<file path="config.mk">
export PLATFORM = sky130hd
export DESIGN_NAME = btn_toggle_debounce
export DESIGN_NICKNAME = d
export VERILOG_FILES = /design/src/rtl/btn_toggle_debounce_pkg.sv /design/src/rtl/btn_toggle_debounce_sync_ff.sv /design/src/rtl/btn_toggle_debounce.sv
export SDC_FILE = /design/constraint.sdc
export NUM_CORES = 1
export LEC_CHECK = 0
export CORE_AREA = 3 3 50 57
export CTS_CLUSTER_DIAMETER = 120
export CTS_CLUSTER_SIZE = 8
export DETAILED_ROUTE_END_ITERATION = 7
export DIE_AREA = 0 0 53 60
export PLACE_DENSITY_LB_ADDON = 0.12
export SYNTH_ARGS = -nofsm -noshare
export SYNTH_HDL_FRONTEND = slang
export SYNTH_SLANG_ARGS = --single-unit
</file>
<file path="constraint.sdc">
create_clock -name i_clk -period 1.9 [get_ports i_clk]
set_input_delay 0.57 -clock i_clk [delete_from_list [all_inputs] [get_ports i_clk]]
set_output_delay 0.57 -clock i_clk [all_outputs]
set_load 0.02 [all_outputs]
</file>
<file path="src/rtl/btn_toggle_debounce_pkg.sv">
// Switch levels shared by the button front end and the light FSM.
package btn_toggle_debounce_pkg;

  localparam logic LIGHT_ON  = 1'b1;
  localparam logic LIGHT_OFF = 1'b0;

endpackage

</file>
<file path="src/rtl/btn_toggle_debounce_sync_ff.sv">
// N-flop synchroniser for a raw asynchronous input; clears to 0 on reset.
module sync_ff #(
  parameter int STAGES = 2
) (
  input  logic i_clk,
  input  logic i_reset,
  input  logic d,
  output logic q
);

  logic [STAGES-1:0] chain;

  always_ff @(posedge i_clk or posedge i_reset) begin
    if (i_reset) begin
      chain <= '0;
    end else begin
      chain <= {chain[STAGES-2:0], d};
    end
  end

  assign q = chain[STAGES-1];

endmodule

</file>
<file path="src/rtl/btn_toggle_debounce.sv">
// Raw push-button to light on/off level: synchronise, debounce, detect press, toggle.
module btn_toggle_debounce
  import btn_toggle_debounce_pkg::*;
#(
  parameter int DEBOUNCE_CYCLES = 100_000,
  parameter int SYNC_STAGES     = 2
) (
  input  logic i_clk,
  input  logic i_reset,
  input  logic i_btn,
  output logic o_OnOffSW,
  output logic o_btn_level,
  output logic o_press_pulse
);

  localparam int CNT_W = $clog2(DEBOUNCE_CYCLES);
  localparam logic [CNT_W-1:0] CNT_LAST = CNT_W'(DEBOUNCE_CYCLES - 1);

  typedef enum logic [1:0] {
    S_REL     = 2'd0,
    S_WAIT_DN = 2'd1,
    S_PRESS   = 2'd2,
    S_WAIT_UP = 2'd3
  } state_t;

  logic             s;
  state_t           state;
  logic [CNT_W-1:0] cnt;

  sync_ff #(.STAGES(SYNC_STAGES)) u_sync (
    .i_clk   (i_clk),
    .i_reset (i_reset),
    .d       (i_btn),
    .q       (s)
  );

  // The counter only advances while a candidate edge holds; any disagreement restarts it.
  always_ff @(posedge i_clk or posedge i_reset) begin
    if (i_reset) begin
      state         <= S_REL;
      cnt           <= '0;
      o_OnOffSW     <= LIGHT_OFF;
      o_btn_level   <= 1'b0;
      o_press_pulse <= 1'b0;
    end else begin
      o_press_pulse <= 1'b0;
      case (state)
        S_REL: begin
          if (s) begin
            state <= S_WAIT_DN;
            cnt   <= '0;
          end
        end
        S_WAIT_DN: begin
          if (!s) begin
            state <= S_REL;
            cnt   <= '0;
          end else if (cnt == CNT_LAST) begin
            state         <= S_PRESS;
            cnt           <= '0;
            o_btn_level   <= 1'b1;
            o_press_pulse <= 1'b1;
            o_OnOffSW     <= (o_OnOffSW == LIGHT_ON) ? LIGHT_OFF : LIGHT_ON;
          end else begin
            cnt <= cnt + CNT_W'(1);
          end
        end
        S_PRESS: begin
          if (!s) begin
            state <= S_WAIT_UP;
            cnt   <= '0;
          end
        end
        S_WAIT_UP: begin
          if (s) begin
            state <= S_PRESS;
            cnt   <= '0;
          end else if (cnt == CNT_LAST) begin
            state       <= S_REL;
            cnt         <= '0;
            o_btn_level <= 1'b0;
          end else begin
            cnt <= cnt + CNT_W'(1);
          end
        end
        default: begin
          state       <= S_REL;
          cnt         <= '0;
          o_btn_level <= 1'b0;
        end
      endcase
    end
  end

endmodule

</file>
-- Yosys cells after proc, flatten, opt, wreduce, memory -nomap -nowiden
Index checks and enable logic that the tools add are counted.
- add/subtract/negate cells: 1
- multipliers: 0
- divide/modulo/power cells: 0
- magnitude comparators: 0
- equality and inequality tests: 12
- shifts and indexed selects: 0
- multiplexer cells: 22
- bitwise logic cells: 0
- reduce and logical (&&, ||, !) cells: 6
- operator list (operator ; count):
    17-bit 2-to-1 mux ; 5
    17-bit case mux with 4 select lines ; 1
    17-bit by 1-bit adder with 17-bit output (second input constant) ; 1
    17-bit equality test (second input constant) ; 1
    2-bit 2-to-1 mux ; 6
    1-bit 2-to-1 mux ; 8
    2-bit inequality test (second input constant) ; 4
    2-bit case mux with 4 select lines ; 1
    5-bit AND reduction ; 1
    2-bit equality test (second input constant) ; 2
    2-bit by 1-bit inequality test with 1-bit output (second input constant) ; 2
    4-bit AND reduction ; 1
    3-bit by 2-bit inequality test with 1-bit output (second input constant) ; 1
    3-bit inequality test (second input constant) ; 1
    3-bit AND reduction ; 1
    2-bit by 1-bit equality test with 1-bit output (second input constant) ; 1
    2-bit zero test ; 1
    1-bit case mux with 2 select lines ; 1
    2-bit AND reduction ; 1
    2-bit nonzero test ; 1
- bits in registers: 24
- latch bits: 0
- memory bits (writable): 0
- ROM bits: 0
- input port bits: 3
- output and inout bits: 3
- logic and storage cells: 47
- memories kept: 0

-- Logic depth before layout (Yosys ltp)
Gate-level depths: netlist (run 1).
- depth after elaboration: 4
- depth in mapped cells: 7
- gate-level depth less buffers: 6

-- Modules after synthesis
Synthesis (run 1) repeated with hierarchy kept, for this count alone.
- cells, all modules: 135
- area total of the unflattened synthesis: 1234.9 um^2
- modules (own cells, without submodules) (module ; times used ; cells an instance ; area an instance (um^2) ; sequential area each (um^2)):
    btn_toggle_debounce ; 1 ; 132 ; 1181.1 ; 550.5
    sync_ff ; 1 ; 3 ; 53.8 ; 50.0

-- Worst setup path before layout (run 1)
Ideal clock, no wire load.
- path kind: reg2reg
- start: reg cnt[5]
- end: reg (tool-made name)
- library setup time: 125 ps
- arrival time: 1819 ps
- data required time: 1775 ps
- setup slack: -45 ps
- cell stages (with the launch flop): 7
- buffers on the path: 1
- clock period less this slack: 1945 ps
- path through: dfrtp_1 -> or4b_4 -> nor4_4 -> or2_1 -> buf_4 -> nand2_2 -> mux2_4
- RTL lines (element ; RTL line ; RTL):
    start, declared ; btn_toggle_debounce.sv:28 ; logic [CNT_W-1:0] cnt;
    start signal, assigned ; btn_toggle_debounce.sv:65 ; cnt <= cnt + CNT_W'(1);
    start signal, assigned ; btn_toggle_debounce.sv:83 ; cnt <= cnt + CNT_W'(1);

==> Implementation_results.wiki, run 1 <==
{| class="wikitable"
! Metric !! Value
|-
| Final estimated routing congestion in global placement || 0.784
|-
| Most common library cell in the layout ignoring fill and taps || sky130_fd_sc_hd__buf_4
|-
| Row count || 18
|-
| Post-detailed-routing wire length || 2780 µm
|-
| Max IR drop VDD || 831 µV
|-
| Area added between synthesis and finish || 27.5%
|-
| Required time at the worst-slack endpoint || 2120 ps
|-
| Total internal power || 0.000934 W
|-
| Boundary Pins || 6
|-
| Estimated wirelength of the detail-placed design || roughly 2000 µm
|-
| Final Cycle Share || 105%
|-
| WL/cell || approximately 15 µm
|-
| Number of flops mapped to enable cells by yosys || 0
|-
| Number of diodes added for antenna fixing || 0
|-
| Die boundary width || 53 µm
|-
| Vias per std cell || between 5 and 6
|-
| Reported net switching power || 0.000529 W
|-
| Number of different library cells in the post-synthesis netlist || 36
|-
| Largest net degree at the start of global routing || 25
|-
| Fraction of layout instances using a drive strength above 1 || 27.1%
|-
| TritonCTS Sinks || 24
|-
| Area of the core || 2270 µm²
|-
| Violated checks || setup timing
|-
| Max-cap check violation count || 0
|-
| Global Route Usage Sum || 19.5%
|-
| Clk Latency, worst-skew pair || 310 ps
|-
| Portion of total power attributed to the clock network || between 10% and 20%
|-
| #FFs+latches synth || 24
|-
| Layout net count || 160
|-
| Number of synthesis warnings || 0
|-
| Number of design-rule violations left by the first detailed-router iteration || 38
|-
| Clock Path Buffers || 2
|-
| Accumulated negative setup slack || -323 ps
|-
| CP Class || flip-flop to flip-flop
|-
| Sequential fraction of design power || 40.0%
|-
| Static leakage || 0.713 nW
|-
| Die ar. || around 3200 µm²
|-
| Top achievable clock speed || roughly 500 MHz
|-
| Worst slew pin tran || 428 ps
|-
| Setup repair after global routing missed its margin || true
|-
| Post-synthesis instance total || 123
|-
| Sequential fraction of the synthesis area || around half
|-
| Clock H-tree levels || 1
|-
| Kind of end point of the critical path || flip-flop
|-
| Initial antenna violation count || 0
|-
| CP Cell Sequence || or4b_4 > nor4_4 > buf_4 > or2_4 > nand2_2 > mux2_4
|-
| Cell at the slowest stage of the critical path || sky130_fd_sc_hd__or4b_4
|-
| Reg clk slew, reported paths || 140 ps
|-
| Final setup violation count || 6
|-
| I/O Buffers || 5
|-
| Hold violation count in the final report || 0
|-
| Worst min path class || flip-flop to flip-flop
|-
| Top cell family by delay on the critical path || simple AND/OR/NAND/NOR gates
|-
| Leading cell types in the layout, fill and taps excluded || sky130_fd_sc_hd__buf_4 (26), sky130_fd_sc_hd__dfrtp_1 (24), sky130_fd_sc_hd__nand2_1 (15)
|-
| Syn Area/Cell || about 9.8 µm²
|-
| Delay contributed by the slowest stage of the critical path || roughly 560 ps
|-
| Proportion of synthesized flip-flops having asynchronous set or reset || 100%
|-
| Starting Density || a little over half
|-
| Global-route wire length before repair || ~4600 µm
|-
| Root buffer cell || sky130_fd_sc_hd__clkbuf_4
|-
| Hold WS || 375 ps
|-
| Synthesized area || approximately 1200 µm²
|-
| Result of the run || finished, violations left
|-
| Worst-case clock skew || 6.78 ps
|-
| Total power per unit cell area || 951 nW/µm²
|-
| Min Tclk post-route || 1990 ps
|-
| CP arrival || 2210 ps
|-
| Logic gate share of total power || 41.4%
|-
| Final Max Tran Viols || 0
|-
| Synthesized Nets || 127
|-
| Setup WS post-layout || -93.9 ps
|-
| Number of iterations in the first detailed-routing pass || 4
|-
| CTS tree || yes
|-
| Total clock buffers created by CTS || 3
|-
| Type of element launching the critical path || flip-flop
|-
| Number of vias after detailed routing || 1,063
|-
| Worst max-slew margin expressed relative to the limit || 71.4%
|-
| Vias in the first global route || around 1,000
|-
| Vertical die dimension || 60 µm
|-
| Net switching share of the total power || 36.1%
|-
| Post-route cell area || 1540 µm²
|-
| Most frequently used flop master after synthesis || sky130_fd_sc_hd__dfrtp_1
|-
| Antenna-violating nets left || 0
|-
| Area after DPL || 1460 µm²
|-
| Peak fanout along the critical path || 2
|-
| Remaining Overflow, GRT || 0
|-
| Remaining routing DRC violations || 0
|-
| Worst Path Buf+Inv || 1
|}
through the flow:
stage	power (W)	util [%]	instances	setup slack [ps]
2_1_floorplan	0.000961	-	123	21.7
3_3_place_gp	0.00114	64.2	180	-217
3_5_place_dp	0.00116	64.2	180	-335
4_1_cts	0.00145	66.7	185	-52.9
5_1_grt	0.00155	67.6	185	-134
6_report	0.00146	67.6	185	-93.9
layout make-up:
cell class	instances	area, µm²
Fill cell	190	737
Sequential cell	24	601
Multi-Input combinational cell	90	587
Timing Repair Buffer	32	258
Tap cell	30	37.5
Clock buffer	4	36.3
Inverter	5	18.8
synthesized netlist by cell type, types with 2 or more instances:
| library cell | n | area, µm² |
|---|---|---|
| sky130_fd_sc_hd__a21oi_1 | 8 | 40.0 |
| sky130_fd_sc_hd__a31oi_1 | 9 | 56.3 |
| sky130_fd_sc_hd__dfrtp_1 | 24 | 601 |
| sky130_fd_sc_hd__inv_1 | 5 | 18.8 |
| sky130_fd_sc_hd__mux2i_1 | 2 | 20.0 |
| sky130_fd_sc_hd__nand2_1 | 15 | 56.3 |
| sky130_fd_sc_hd__nand3_1 | 11 | 55.1 |
| sky130_fd_sc_hd__nand4_1 | 2 | 12.5 |
| sky130_fd_sc_hd__nor2_1 | 5 | 18.8 |
| sky130_fd_sc_hd__o21ai_0 | 10 | 50.1 |
| sky130_fd_sc_hd__or2_2 | 2 | 12.5 |
| sky130_fd_sc_hd__or3_1 | 3 | 18.8 |
| sky130_fd_sc_hd__xor2_1 | 4 | 35.0 |
flip-flops by register name, indices dropped and copies added, names as in the netlist, named ones only:
| name | count |
|---|---|
| o_OnOffSW | 1 |
| o_btn_level | 1 |
| u_sync.chain | 2 |
| state | 1 |
| o_press_pulse | 1 |
| cnt | 17 |
what timing repair did:
action,4_1_cts,5_1_grt
pin swaps,7,2
hold buffers,0,0
gates resized for setup,7,6
setup endpoints to repair,16,16
setup buffers,1,0
metal layers:
metal / part of all wire (%) / GRT usage (%) / vias up
met4: 0.61 / 8.03 / 0
met1: 43 / 24.2 / 520
met2: 53 / 33.7 / 20
met3: 3.4 / 2.74 / 4
met5: 0 / 0 / -
li1: - / - / 519
final timing paths:
kind                                             end  slack (ps)                       from  depth (start not counted)
max                                        flip-flop         -90        cnt[11]$_DFFE_PP0P_                          6
min                        u_sync.chain[1]$_DFF_PP0_         370  u_sync.chain[0]$_DFF_PP0_                          0
max reg2reg                                flip-flop         -90        cnt[11]$_DFFE_PP0P_                          6
min reg2reg                u_sync.chain[1]$_DFF_PP0_         370  u_sync.chain[0]$_DFF_PP0_                          0
max in group asynchronous         cnt[8]$_DFFE_PP0P_        1070                    i_reset                          3
min in group asynchronous         cnt[4]$_DFFE_PP0P_         590                    i_reset                          3
worst register-to-register path, stage by stage, from the launching register on:
cell and delay (ps):
sky130_fd_sc_hd__dfrtp_1 410, sky130_fd_sc_hd__or4b_4 560, sky130_fd_sc_hd__nor4_4 300, sky130_fd_sc_hd__buf_4 170, sky130_fd_sc_hd__or2_4 120, sky130_fd_sc_hd__nand2_2 50, sky130_fd_sc_hd__mux2_4 290
cell families after synthesis:
kind of cell / count (synthesis) / share of synthesized area, %
AOI/OAI and AO/OA: 33 / 16.3
xor gates and xnor gates: 4 / 2.90
adders and majority gates: 1 / 1.04
buffers and inverters: 9 / 3.84
DFF: 24 / 49.8
muxes: 3 / 2.90
and+or+nand+nor: 49 / 23.2
power by group through the flow:
stage          clock network, W  registers [W]  logic, W
2_1_floorplan                 0       0.000597  0.000364
3_5_place_dp                  0       0.000595  0.000562
4_1_cts                0.000276       0.000586  0.000589
6_report               0.000271       0.000586  0.000606
5_1_grt                0.000291       0.000591  0.000668
3_3_place_gp                  0       0.000592  0.000544
Power figures use the tool's default switching activity.
==> run 2: changes to the inputs <==
--- a/config.mk
+++ b/config.mk
@@ -5,11 +5,11 @@
 export SDC_FILE = /design/constraint.sdc
 export NUM_CORES = 1
 export LEC_CHECK = 0
-export CORE_AREA = 3 3 50 57
+export CORE_AREA = 2 2 49 56
 export CTS_CLUSTER_DIAMETER = 120
 export CTS_CLUSTER_SIZE = 8
 export DETAILED_ROUTE_END_ITERATION = 7
-export DIE_AREA = 0 0 53 60
+export DIE_AREA = 0 0 51 58
 export PLACE_DENSITY_LB_ADDON = 0.12
 export SYNTH_ARGS = -nofsm -noshare
 export SYNTH_HDL_FRONTEND = slang
==> run 2 against run 1 <==
The run still ends with setup timing left. Sequential cell count is the same. Worst hold slack got worse by 7.1 ps. Count of clock-buffer cells in the layout unchanged. Die area shrank 7.0%. Largest power group unchanged.
==> Implementation_results.wiki, run 2 (same netlist as run 1, synthesis figures left out) <==
{| class="wikitable"
! Metric !! Value
|-
| Result of the run || finished, violations left (unchanged)
|-
| Violated checks || setup timing (unchanged)
|-
| M2 GR Usage || 33.0% (was 33.7%)
|-
| Number of design-rule violations left by the first detailed-router iteration || 24 (was 38)
|-
| Number of diodes added for antenna fixing || 0 (unchanged)
|-
| Worst slew pin tran || 421 ps (was 428 ps)
|-
| Number of vias after detailed routing || 1,068 (was 1,063)
|-
| TritonCTS Sinks || 24 (unchanged)
|-
| Largest register by flop count || cnt (unchanged)
|-
| Antenna-violating nets left || 0 (unchanged)
|-
| Estimated wirelength of the detail-placed design || 1960 µm (was 2030 µm)
|-
| Area after DPL || 1470 µm² (was 1460 µm²)
|-
| Sequential fraction of design power || 40.4% (was 40.0%)
|-
| Portion of total power attributed to the clock network || 18.5% (about the same)
|-
| Top Registers || cnt (17), u_sync.chain (2) (unchanged)
|-
| Vias in the first global route || 1,027 (was 1,012)
|-
| Hold WS || 368 ps (was 375 ps)
|-
| Fillcell total || 197 (was 190)
|-
| Max-cap check violation count || 0 (unchanged)
|-
| CP arrival || 2130 ps (was 2210 ps)
|-
| WL/cell || 14.2 µm (was 15.0 µm)
|-
| Clock Path Buffers || 2 (unchanged)
|-
| FF-to-FF setup slack || -20 ps (was -90 ps)
|-
| Delay contributed by the slowest stage of the critical path || 560 ps (about the same)
|-
| Logic gate share of total power || 41.0% (was 41.4%)
|-
| Row count || 19 (was 18)
|-
| Worst Path Buf+Inv || 1 (unchanged)
|-
| Total clock buffers created by CTS || 3 (unchanged)
|-
| Min Tclk post-route || 1920 ps (was 1990 ps)
|-
| Setup WS post-layout || -21.5 ps (was -93.9 ps)
|-
| Fraction of layout instances using a drive strength above 1 || 28.2% (was 27.1%)
|-
| Starting Density || 50.2% (was 53.0%)
|-
| Accumulated negative setup slack || -21.5 ps (was -323 ps)
|-
| Setup repair after global routing missed its margin || true (unchanged)
|-
| Vertical die dimension || 58 µm (was 60 µm)
|-
| Type of element launching the critical path || flip-flop (unchanged)
|-
| I/O Buffers || 5 (unchanged)
|-
| Final Cycle Share || 101% (was 105%)
|-
| Remaining routing DRC violations || 0 (unchanged)
|-
| Boundary Pins || 6 (unchanged)
|-
| Kind of end point of the critical path || flip-flop (unchanged)
|-
| Die boundary width || 51 µm (was 53 µm)
|-
| Global-route wire length before repair || 4660 µm (was 4550 µm)
|-
| Max FFs per register || 17 (unchanged)
|-
| Met3 Usage GRT || 2.58% (was 2.74%)
|-
| Source of the critical timing path || cnt[6]$_DFFE_PP0P_ (was cnt[11]$_DFFE_PP0P_)
|-
| Die ar. || 2960 µm² (was 3180 µm²)
|-
| Max IR drop VDD || 826 µV (was 831 µV)
|-
| Layout net count || 161 (was 160)
|-
| Static leakage || 0.710 nW (was 0.713 nW)
|-
| Area of the core || 2400 µm² (was 2270 µm²)
|-
| Cell at the slowest stage of the critical path || sky130_fd_sc_hd__or4bb_4 (was sky130_fd_sc_hd__or4b_4)
|-
| Met1 Track Usage GR || 28.8% (was 24.2%)
|-
| Worst min path class || flip-flop to flip-flop (unchanged)
|-
| Clock H-tree levels || 1 (unchanged)
|-
| Vias per std cell || 5.71 (was 5.75)
|-
| Largest net degree at the start of global routing || 25 (unchanged)
|-
| FF/Latch Area || 601 µm² (unchanged)
|-
| Top achievable clock speed || 520 MHz (was 502 MHz)
|-
| Busiest layer in global routing || met2 (unchanged)
|-
| CTS tree || yes (unchanged)
|-
| Worst-case clock skew || 5.59 ps (was 6.78 ps)
|-
| Area added between synthesis and finish || 28.6% (was 27.5%)
|-
| Reported net switching power || 0.000519 W (was 0.000529 W)
|-
| Clk Latency, worst-skew pair || 310 ps (about the same)
|-
| Final Max Tran Viols || 0 (unchanged)
|-
| Launch instance of the worst register-to-register path || cnt[6]$_DFFE_PP0P_ (was cnt[11]$_DFFE_PP0P_)
|-
| Hold violation count in the final report || 0 (unchanged)
|-
| Number of iterations in the first detailed-routing pass || 5 (was 4)
|-
| Final setup violation count || 1 (was 6)
|-
| Net switching share of the total power || 35.7% (was 36.1%)
|-
| Top cell family by delay on the critical path || simple AND/OR/NAND/NOR gates (unchanged)
|-
| Worst max-slew margin expressed relative to the limit || 71.8% (was 71.4%)
|-
| Total internal power || 0.000937 W (was 0.000934 W)
|-
| Required time at the worst-slack endpoint || 2110 ps (was 2120 ps)
|-
| Remaining Overflow, GRT || 0 (unchanged)
|-
| Area of the multi-input gates || 594 µm² (was 587 µm²)
|-
| Final estimated routing congestion in global placement || 0.812 (was 0.784)
|-
| CP Class || flip-flop to flip-flop (unchanged)
|-
| Global Route Usage Sum || 21.0% (was 19.5%)
|-
| Total power per unit cell area || 938 nW/µm² (was 951 nW/µm²)
|-
| Depth of the most critical reg-to-reg path || 6 (unchanged)
|-
| Peak fanout along the critical path || 3 (was 2)
|-
| Post-route cell area || 1550 µm² (was 1540 µm²)
|-
| Reg clk slew, reported paths || 130 ps (was 140 ps)
|-
| Initial antenna violation count || 0 (unchanged)
|-
| Root buffer cell || sky130_fd_sc_hd__clkbuf_4 (unchanged)
|-
| CP Cell Sequence || or4bb_4 > nor4_4 > buf_4 > or2_4 > nand2_2 > mux2_4 (was or4b_4 > nor4_4 > buf_4 > or2_4 > nand2_2 > mux2_4)
|-
| Most common library cell in the layout ignoring fill and taps || sky130_fd_sc_hd__buf_4 (unchanged)
|-
| Path length in cells of the critical path || 6 (unchanged)
|-
| Count of hold-fix buffers inserted at cts || 0 (unchanged)
|-
| Post-detailed-routing wire length || 2660 µm (was 2780 µm)
|-
| Leading cell types in the layout, fill and taps excluded || sky130_fd_sc_hd__buf_4 (28), sky130_fd_sc_hd__dfrtp_1 (24), sky130_fd_sc_hd__nand2_1 (15) (was sky130_fd_sc_hd__buf_4 (26), sky130_fd_sc_hd__dfrtp_1 (24), sky130_fd_sc_hd__nand2_1 (15))
|}
==> run 2: how the worst min path moves through the flow <==
stage | slack [ps] | startpoint | depth (start not counted) | end
3_3_place_gp | 330 | u_sync.chain[0]$_DFF_PP0_ | 0 | u_sync.chain[1]$_DFF_PP0_
6_report | 370 | u_sync.chain[0]$_DFF_PP0_ | 0 | u_sync.chain[1]$_DFF_PP0_
5_1_grt | 370 | u_sync.chain[0]$_DFF_PP0_ | 0 | u_sync.chain[1]$_DFF_PP0_
3_5_place_dp | 340 | u_sync.chain[0]$_DFF_PP0_ | 0 | u_sync.chain[1]$_DFF_PP0_
2_1_floorplan | 330 | u_sync.chain[0]$_DFF_PP0_ | 0 | u_sync.chain[1]$_DFF_PP0_
4_1_cts | 370 | u_sync.chain[0]$_DFF_PP0_ | 0 | u_sync.chain[1]$_DFF_PP0_
==> run 2: power groups by stage <==
stage	Clock [W]	Sequential, W	Combinational, W
2_1_floorplan	0	0.000597	0.000364
4_1_cts	0.000278	0.000584	0.000590
3_5_place_dp	0	0.000594	0.000560
5_1_grt	0.000299	0.000594	0.000667
3_3_place_gp	0	0.000592	0.000547
6_report	0.000270	0.000588	0.000597
==> run 2: final cells by class <==
class / instances / share of cell area, %
Sequential cell: 24 / 38.7
Multi-Input combinational cell: 90 / 38.3
Timing Repair Buffer: 33 / 16.9
Tap cell: 31 / 2.50
Clock buffer: 4 / 2.34
Inverter: 5 / 1.21
==> run 2: per-stage QoR <==
step	setup slack, ps	std cells	power [W]	utilization (%)
after CTS	-39.3	187	0.00145	63.4
after global placement	-177	182	0.00114	61.2
final	-21.5	187	0.00146	64.6
after global routing	-107	187	0.00156	64.6
after detailed placement	-332	182	0.00115	61.2
after floorplan	21.7	123	0.000961	-
==> run 2: routing by layer <==
layer | share of wire (%) | up-vias
met5 | 0 | -
li1 | - | 518
met1 | 47 | 525
met2 | 49 | 21
met3 | 2.3 | 4
met4 | 1.7 | 0
==> run 2: timing repair <==
item / 4_1_cts / 5_1_grt
gates cloned: 0 / 0
gates resized for setup: 3 / 8
setup buffers: 1 / 1
pin swaps: 1 / 4
endpoints found under the setup margin: 14 / 19
==> run 2: worst reg2reg max path, delay by kind of cell (launching register included) <==
kind	cells	cell delay [ps]
buf+inv	1	160
flops	1	400
mux	1	280
simple gates	4	970
==> run 3: changes to the inputs <==
--- a/config.mk
+++ b/config.mk
@@ -10,7 +10,9 @@
 export CTS_CLUSTER_SIZE = 8
 export DETAILED_ROUTE_END_ITERATION = 7
 export DIE_AREA = 0 0 51 58
+export HOLD_SLACK_MARGIN = 0.1
 export PLACE_DENSITY_LB_ADDON = 0.12
+export REMOVE_ABC_BUFFERS = 1
 export SYNTH_ARGS = -nofsm -noshare
 export SYNTH_HDL_FRONTEND = slang
 export SYNTH_SLANG_ARGS = --single-unit
==> run 3 against run 2 <==
The flow still finishes with violations (setup timing). Power rose by 2.8%. Register-to-register slack barely moved. Sequential power rose by 3%.
==> Implementation_results.wiki, run 3 (same netlist as run 1, synthesis figures left out) <==
{| class="wikitable"
! Metric !! Value
|-
| Top Registers || cnt (17), u_sync.chain (2) (unchanged)
|-
| Max IR drop VDD || 781 µV (was 826 µV)
|-
| Initial antenna violation count || 0 (unchanged)
|-
| Top achievable clock speed || 522 MHz (was 520 MHz)
|-
| Final Max Tran Viols || 0 (unchanged)
|-
| Clk Latency, worst-skew pair || 310 ps (about the same)
|-
| Delay contributed by the slowest stage of the critical path || 560 ps (about the same)
|-
| Global Route Usage Sum || 20.1% (was 21.0%)
|-
| Setup slack at placement || -102 ps (was -332 ps)
|-
| Number of vias after detailed routing || 1,058 (was 1,068)
|-
| Worst-case clock skew || 10.0 ps (was 5.59 ps)
|-
| Boundary Pins || 6 (unchanged)
|-
| Vias in the first global route || 1,023 (was 1,027)
|-
| Row count || 19 (unchanged)
|-
| Hold violation count in the final report || 0 (unchanged)
|-
| Kind of end point of the critical path || flip-flop (unchanged)
|-
| Area of the core || 2400 µm² (unchanged)
|-
| CP arrival || 2120 ps (was 2130 ps)
|-
| Leading cell types in the layout, fill and taps excluded || sky130_fd_sc_hd__buf_4 (31), sky130_fd_sc_hd__dfrtp_1 (24), sky130_fd_sc_hd__nand2_1 (15) (was sky130_fd_sc_hd__buf_4 (28), sky130_fd_sc_hd__dfrtp_1 (24), sky130_fd_sc_hd__nand2_1 (15))
|-
| Min Tclk post-route || 1920 ps (about the same)
|-
| Depth of the most critical reg-to-reg path || 6 (unchanged)
|-
| Number of design-rule violations left by the first detailed-router iteration || 40 (was 24)
|-
| Vertical die dimension || 58 µm (unchanged)
|-
| Clock Path Buffers || 2 (unchanged)
|-
| Hold Path Cell Cnt || 0 (unchanged)
|-
| Hold WS || 369 ps (was 368 ps)
|-
| Violated checks || setup timing (unchanged)
|-
| Post-route insts no fill || 191 (was 187)
|-
| Detail Route met2 WL || 1310 µm (was 1300 µm)
|-
| CP Cell Sequence || or4b_4 > nor4_4 > buf_4 > or2_4 > nand2_2 > mux2_4 (was or4bb_4 > nor4_4 > buf_4 > or2_4 > nand2_2 > mux2_4)
|-
| # placed instances || 183 (was 182)
|-
| Layout net count || 165 (was 161)
|-
| Estimated wirelength of the detail-placed design || 1950 µm (was 1960 µm)
|-
| Worst slew pin tran || 497 ps (was 421 ps)
|-
| Final setup violation count || 2 (was 1)
|-
| Core Util, Final || 65.0% (was 64.6%)
|-
| Worst min path class || flip-flop to flip-flop (unchanged)
|-
| Type of element launching the critical path || flip-flop (unchanged)
|-
| Number of iterations in the first detailed-routing pass || 4 (was 5)
|-
| Antenna-violating nets left || 0 (unchanged)
|-
| Vias per std cell || 5.54 (was 5.71)
|-
| FF/Latch Area || 601 µm² (unchanged)
|-
| Remaining Overflow, GRT || 0 (unchanged)
|-
| FF-to-FF setup slack || -20 ps (about the same)
|-
| Routed metal-1 wirelength || 1250 µm (was 1260 µm)
|-
| Setup repair after global routing missed its margin || true (unchanged)
|-
| Static leakage || 0.726 nW (was 0.710 nW)
|-
| WL/cell || 14.0 µm (was 14.2 µm)
|-
| Fraction of layout instances using a drive strength above 1 || 28.7% (was 28.2%)
|-
| TritonCTS Sinks || 24 (unchanged)
|-
| Number of diodes added for antenna fixing || 0 (unchanged)
|-
| Worst max-slew margin expressed relative to the limit || 66.6% (was 71.8%)
|-
| Max FFs per register || 17 (unchanged)
|-
| Die ar. || 2960 µm² (unchanged)
|-
| Remaining routing DRC violations || 0 (unchanged)
|-
| Max-cap check violation count || 0 (unchanged)
|-
| Post-detailed-routing wire length || 2670 µm (was 2660 µm)
|-
| Die boundary width || 51 µm (unchanged)
|-
| Setup WS post-layout || -15.8 ps (was -21.5 ps)
|-
| Result of the run || finished, violations left (unchanged)
|-
| Hold path startpoint || u_sync.chain[0]$_DFF_PP0_ (unchanged)
|-
| Peak fanout along the critical path || 3 (unchanged)
|-
| Root buffer cell || sky130_fd_sc_hd__clkbuf_4 (unchanged)
|-
| I/O Buffers || 5 (unchanged)
|-
| Final Total Pwr || 0.00150 W (was 0.00146 W)
|-
| Area of the multi-input gates || 571 µm² (was 594 µm²)
|-
| Cell at the slowest stage of the critical path || sky130_fd_sc_hd__or4b_4 (was sky130_fd_sc_hd__or4bb_4)
|-
| Required time at the worst-slack endpoint || 2100 ps (was 2110 ps)
|-
| Largest net degree at the start of global routing || 25 (unchanged)
|-
| Area added between synthesis and finish || 29.5% (was 28.6%)
|-
| Most common library cell in the layout ignoring fill and taps || sky130_fd_sc_hd__buf_4 (unchanged)
|-
| CTS tree || yes (unchanged)
|-
| Largest register by flop count || cnt (unchanged)
|-
| Fillcell total || 201 (was 197)
|-
| Starting Density || 50.2% (unchanged)
|-
| Final Cycle Share || 101% (about the same)
|-
| Reg clk slew, reported paths || 130 ps (about the same)
|-
| Top layer in use || met4 (unchanged)
|-
| Endpoint of the worst hold path || u_sync.chain[1]$_DFF_PP0_ (unchanged)
|-
| Routed length on met3 || 87 µm (was 60 µm)
|-
| Clock H-tree levels || 1 (unchanged)
|-
| Total clock buffers created by CTS || 3 (unchanged)
|-
| Launch instance of the worst register-to-register path || cnt[5]$_DFFE_PP0P_ (was cnt[6]$_DFFE_PP0P_)
|-
| Global-route wire length before repair || 4520 µm (was 4660 µm)
|-
| Total power per unit cell area || 959 nW/µm² (was 938 nW/µm²)
|-
| CP Class || flip-flop to flip-flop (unchanged)
|-
| Final estimated routing congestion in global placement || 0.759 (was 0.812)
|}
## run 3: cell types whose count changed in the layout (fill, tap and decap cells not counted), sizes merged
cell,before,now
buf,28,32
## run 3: per-layer routing
metal	up-vias	global-route usage, %
met4	0	7.72
met5	-	0
met1	507	27.0
met2	22	33.2
met3	4	2.58
li1	525	-
## run 3: worst max-delay path, delay by kind of cell, from the launching register on
kind	cells	cell delay, ps
flip-flops	1	410
multiplexers	1	290
buffers and inverters	1	150
AND/OR/NAND/NOR	4	950
## run 3: per-stage QoR
stage	area, µm²	setup TNS [ps]
2_1_floorplan	1180	-121
3_3_place_gp	1480	-131
3_5_place_dp	1480	-374
4_1_cts	1530	-13.2
5_1_grt	1560	-386
6_report	1560	-29.8
## run 3: worst max-delay path by stage
| stage | to | cells past startpoint | slack (ps) | start |
|---|---|---|---|---|
| 2_1_floorplan | cnt[15]$_DFFE_PP0P_ | 6 | -70 | cnt[0]$_DFFE_PP0P_ |
| 6_report | flip-flop | 6 | -20 | cnt[5]$_DFFE_PP0P_ |
| 4_1_cts | flip-flop | 6 | -10 | cnt[14]$_DFFE_PP0P_ |
| 3_3_place_gp | flip-flop | 6 | -60 | cnt[5]$_DFFE_PP0P_ |
| 5_1_grt | flip-flop | 6 | -90 | cnt[5]$_DFFE_PP0P_ |
| 3_5_place_dp | flip-flop | 6 | -100 | cnt[5]$_DFFE_PP0P_ |
## run 3: where the power goes
| group | internal (W) | switching (W) |
|---|---|---|
| Sequential | 0.000557 | 0.0000508 |
| Clock | 0.000117 | 0.000148 |
| Combinational | 0.000303 | 0.000322 |
| Total | 0.000976 | 0.000521 |
## run 3: timing repair
action,4_1_cts,5_1_grt
gates resized for setup,2,6
pin swaps,1,2
setup endpoints to repair,11,11
hold buffers,0,0
setup buffers,1,3
## run 3: layout make-up
type,count,share of cell area (%)
flip-flops and latches,24,38.5
clock buffers,4,2.32
well taps,31,2.48
inverters,5,1.20
multi-input cells,90,36.5
repair buffers,37,19.0
==> RTL edit 1 (flow settings as in run 2) <==
`DEBOUNCE_CYCLES`: 100_000 -> 50_000.
--- a/src/rtl/btn_toggle_debounce.sv
+++ b/src/rtl/btn_toggle_debounce.sv
@@ -2,7 +2,7 @@
 module btn_toggle_debounce
   import btn_toggle_debounce_pkg::*;
 #(
-  parameter int DEBOUNCE_CYCLES = 100_000,
+  parameter int DEBOUNCE_CYCLES = 50_000,
   parameter int SYNC_STAGES     = 2
 ) (
   input  logic i_clk,
Behaviour: same outputs for any inputs over 10 cycles, from zero or initial values and one cycle with i_reset high; that may be too few to reach the edited logic, so the function may still have changed.
==> RTL edit 1 against run 2 <==
Setup slack improved by 0.11 ns. Core utilization decreased by 7.2 points. Wire length up 3.3%. Area after synthesis is 5.0% higher. Power down 13%. Sequential cell count down 1. Largest cell class is now multi-input combinational cells. Maximum frequency up 6.2%. Register-to-register slack better by 0.16 ns. Final area shrank 11%.
==> RTL edit 1: results (changes against run 2) <==
| Metric | Value |
|---|---|
| Outcome | completed |
| Met3 Wirelength | 122 µm (+100%) |
| Wire per inst | 16.4 µm (+15%) |
| DP Area | 1350 µm² (-7.9%) |
| Dominant cells by area after synthesis | dfrtp_1 45%, a31oi_1 9.9%, nand3_1 3.6%, nand3b_1 3.6%, nand4_1 3.5% |
| Max incr delay on CP | 0.59 ns (+0.03 ns) |
| Reg2Reg Depth | 4 (-2) |
| Worst hold path startpoint | u_sync.chain[0]$_DFF_PP0_ |
| Power share of the clock group | 18.2% (-0.3 points) |
| Avg Inst Size Synth | 9.74 µm² (-0.67%) |
| WL met2 | 1410 µm (+8.7%) |
| Hold Vio Cnt, Final | 0 (unchanged) |
| Syn nets | 134 (+5.5%) |
| Lkg Pwr | 0.545 nW (-23%) |
| Initial antenna violation count | 0 (unchanged) |
| Filler Cell Count | 219 (+11%) |
| Largest net degree at the start of global routing | 27 (+8.0%) |
| Reg-to-reg startpoint | cnt[4]$_DFFE_PP0P_ |
| CP max stage cell | clkdlybuf4s50_1 |
| CP arrival | 1.24 ns (-0.89 ns) |
| Synth async-reset ratio | 100% (unchanged) |
| HPWL reported at the end of detailed placement | 2010 µm (+2.4%) |
| Final period util | 95.2% (-5.9 points) |
| Worst-path clk slew | 0.14 ns |
| FF-to-FF setup slack | 0.14 ns (+0.16 ns) |
| Final instance count without filler cells | 168 (-10%) |
| Net Sw Frac | 38.6% (+3.0 points) |
| VDD IR max | 0.646 mV (-22%) |
| Global-route wire length before repair | 4790 µm (+2.8%) |
| Distinct cells, synth | 37 (+2.8%) |
| Synth top area share | 45.5% (-4.3 points) |
| Slew headroom | 77.1% (+5.2 points) |
| Via/cell ratio | 6.60 (+16%) |
| Final hold slack | 0.365 ns (-0.00323 ns) |
| Share of layout cells above drive strength 1 | 10.9% (-17 points) |
| H-tree Lvls | 1 (unchanged) |
| Routing usage on met2 | 34.7% (+1.7 points) |
| Tot Pwr | 1.26 mW (-13%) |
| Routability congestion estimate | 0.835 (+2.8%) |
| Post-cts resize count | 2 (-1) |
| Crit-path max FO | 1 (-2) |
| Crit path launch | o_press_pulse$_DFF_PP0_ |
| Initial DRC count | 51 (+110%) |
| Worst Hold End | u_sync.chain[1]$_DFF_PP0_ |
| Metal-1 WL | 1170 µm (-7.3%) |
| Tot GR Track Use | 21.6% (+0.62 points) |
| Clock Skews | 0.0130 ns (+0.00746 ns) |
| Met3 usage | 2.84% (+0.26 points) |
| GR Util met1 | 29.0% (+0.19 points) |
| Nets | 142 (-12%) |
| Number of global-route vias before repair | 1023 (-0.39%) |
| Top flop regs | cnt: 16 flops, u_sync.chain: 2 flops |
| Number of post-CTS setup repair buffers | 0 (-1) |
| Seq/Total Area, Yosys | 45.5% (-4.3 points) |
| Pre-CTS setup slack | 0.197 ns (+0.530 ns) |
| Inst Count DP | 164 (-9.9%) |
| CP Capture Point | o_press_pulse |
| Comb pwr share | 34.1% (-6.9 points) |
| CP delay by family, top | buffers and inverters |
| Synth cell count leaders | 23 x dfrtp_1, 20 x a31oi_1, 10 x nand2_1, 9 x nand3_1, 7 x nand4_1 |
==> RTL edit 1: cell count changes after synthesis, moves of 3 or more <==
cell,delta
o21ai_0,-8
nand3b_1,+6
or4_1,+3
nand4_1,+5
nand2_1,-5
a31oi_1,+11
buf_2,+3
a21oi_1,-8
nor4_1,+3
==> RTL edit 1: final cells by class <==
cell class              count  area, µm²  share of cell area (%)
clock buffers               3       22.5                    1.63
clock inverters             1       5.00                   0.363
inverters                   5       18.8                    1.36
flip-flops and latches     23        576                    41.7
repair buffers             11       92.6                    6.72
multi-input cells          94        626                    45.4
well taps                  31       38.8                    2.81
==> RTL edit 1: cell families (layout without fill, tap and decap cells) <==
group / count (synthesis) / after routing / share of synthesized area, %
compound gates: 31 / 31 / 16.1
xor+xnor: 3 / 3 / 2.08
fa+ha+maj: 1 / 1 / 0.988
buf+inv: 13 / 20 / 5.14
flops: 23 / 23 / 45.5
mux: 2 / 2 / 1.68
simple gates: 57 / 57 / 28.6
==> RTL edit 2 (flow settings as in run 2) <==
Without the edit above. Make the reset (`i_reset`) synchronous in 2 clocked blocks. Comments in the files are not updated.
--- a/src/rtl/btn_toggle_debounce_sync_ff.sv
+++ b/src/rtl/btn_toggle_debounce_sync_ff.sv
@@ -10,7 +10,7 @@
 
   logic [STAGES-1:0] chain;
 
-  always_ff @(posedge i_clk or posedge i_reset) begin
+  always_ff @(posedge i_clk) begin
     if (i_reset) begin
       chain <= '0;
     end else begin
--- a/src/rtl/btn_toggle_debounce.sv
+++ b/src/rtl/btn_toggle_debounce.sv
@@ -35,7 +35,7 @@
   );
 
   // The counter only advances while a candidate edge holds; any disagreement restarts it.
-  always_ff @(posedge i_clk or posedge i_reset) begin
+  always_ff @(posedge i_clk) begin
     if (i_reset) begin
       state         <= S_REL;
       cnt           <= '0;
Behaviour: same outputs for any inputs over 10 cycles, from zero or initial values and one cycle with i_reset high; that may be too few to reach the edited logic, so the function may still have changed.
==> RTL edit 2 against run 2 <==
Maximum frequency rose by 6.0%. Sequential share of layout area decreased by 5.9 points. Via count increased by 11%. Sequential cell count unchanged. Final area decreased by 5.3%. Wire length grew 7.9%. Setup slack improved by 0.11 ns. Register-to-register slack better by 0.12 ns. Global-route usage rose by 0.48 points. Area after synthesis up 3.4%. Count of clock-buffer cells in the layout is the same.
Power is not compared: it rests on default switching activity, and its combinational part moved more than twofold at a synthesized area within 25%.
==> RTL edit 2: results (changes against run 2) <==
| Metric | Value |
|---|---|
| Outcome | completed |
| Met3 Wirelength | 89 µm (+48%) |
| Number of global-route vias before repair | 1117 (+8.8%) |
| Root Buffer | clkbuf_4 |
| Avg Inst Size Synth | 8.66 µm² (-12%) |
| Clock Network Area Fraction | 2.47% (+0.13 points) |
| Sequential cell area share | 32.8% (-5.9 points) |
| Wire per inst | 15.0 µm (+5.6%) |
| Distinct cells, synth | 43 (+19%) |
| CP max stage cell | clkdlybuf4s50_1 |
| Routing usage on met2 | 39.1% (+6.1 points) |
| Multi-input gate count | 106 (+18%) |
| Vias | 1185 (+11%) |
| Dominant cells by area after synthesis | dfxtp_1 39%, a31oi_1 7.5%, nand4_1 5.0%, nand2_1 3.9%, and4_1 2.8% |
| Metal-1 WL | 1280 µm (+1.4%) |
| Number of non-clock buffers in the layout | 21 (-36%) |
| Tot GR Track Use | 21.5% (+0.48 points) |
| Max incr delay on CP | 0.60 ns (+0.04 ns) |
| WL met2 | 1490 µm (+15%) |
| Inst Count DP | 185 (+1.6%) |
| Share of layout cells above drive strength 1 | 18.1% (-10 points) |
| Synth async-reset ratio | 0% (-100 points) |
| GR Util met1 | 25.1% (-3.7 points) |
| HPWL reported at the end of detailed placement | 2070 µm (+5.8%) |
| Seq/Total Area, Yosys | 38.5% (-11 points) |
| Area occupied by multi-input gates | 714 µm² (+20%) |
| Slew headroom | 74.5% (+2.7 points) |
| Routability congestion estimate | 0.843 (+3.8%) |
| Clock Skews | 0.00120 ns (-0.00439 ns) |
| Non-clock buffering overhead | 12.2% (-4.8 points) |
| Syn nets | 148 (+17%) |
| Pre-antenna DRT Iters | 4 (-1) |
| CP delay by family, top | buffers and inverters |
| Synth cell count leaders | 24 x dfxtp_1, 15 x a31oi_1, 13 x nand2_1, 10 x nand4_1 |
| Filler Cell Count | 220 (+12%) |
| Nets | 165 (+2.5%) |
| Crit-path max FO | 1 (-2) |
| Global-route wire length before repair | 4810 µm (+3.3%) |
| Routed WL | 2870 µm (+7.9%) |
[RTL edit 2: report_power, final]
part / switching (mW) / leakage, nW / internal (mW) / total (mW)
clock network: 0.154 / 0.0210 / 0.117 / 0.271
registers: 0.00431 / 0.194 / 0.510 / 0.514
logic: 0.0290 / 0.293 / 0.0249 / 0.0539
total: 0.187 / 0.509 / 0.652 / 0.839
[RTL edit 2: worst paths after layout]
kind | start | end | slack (ns) | depth (start not counted)
worst max-delay path | o_press_pulse$_SDFF_PP0_ | o_press_pulse | 0.09 | 1
worst min-delay path | u_sync.chain[0]$_SDFF_PP0_ | u_sync.chain[1]$_SDFF_PP0_ | 0.47 | 1
worst max register to register | cnt[0]$_SDFFE_PP0P_ | cnt[14]$_SDFFE_PP0P_ | 0.10 | 6
worst min register to register | u_sync.chain[0]$_SDFF_PP0_ | u_sync.chain[1]$_SDFF_PP0_ | 0.47 | 1
[RTL edit 2: cell families (layout without fill, tap and decap cells)]
kind of cell    Yosys count  count (layout)  synth area share [%]
compound gates           36              36                  18.7
buf+inv                  14              30                  5.72
xor+xnor                  4               4                  3.41
fa+ha+maj                 1               1                  1.00
simple gates             62              62                  30.3
flops                    24              24                  38.5
mux                       3               3                  2.41
[RTL edit 2: through the flow]
stage	setup WS [ns]	hold slack [ns]	power [mW]	instance area (µm²)	util, %
after floorplan	0.128	0.414	0.555	1250	-
after global placement	0.00226	0.436	0.578	1390	57.8
after detailed placement	-0.0445	0.442	0.579	1390	57.8
after CTS	0.0198	0.471	0.848	1430	59.7
after global routing	-0.0384	0.485	0.875	1470	61.2
final	0.0871	0.467	0.839	1470	61.2
[RTL edit 2: repair_timing]
action | 4_1_cts | 5_1_grt
resized for setup | 1 | 8
endpoints found under the setup margin | 7 | 20
setup buffers | 1 | 1
hold endpoints to repair | 0 | 0
pin swaps | 1 | 2
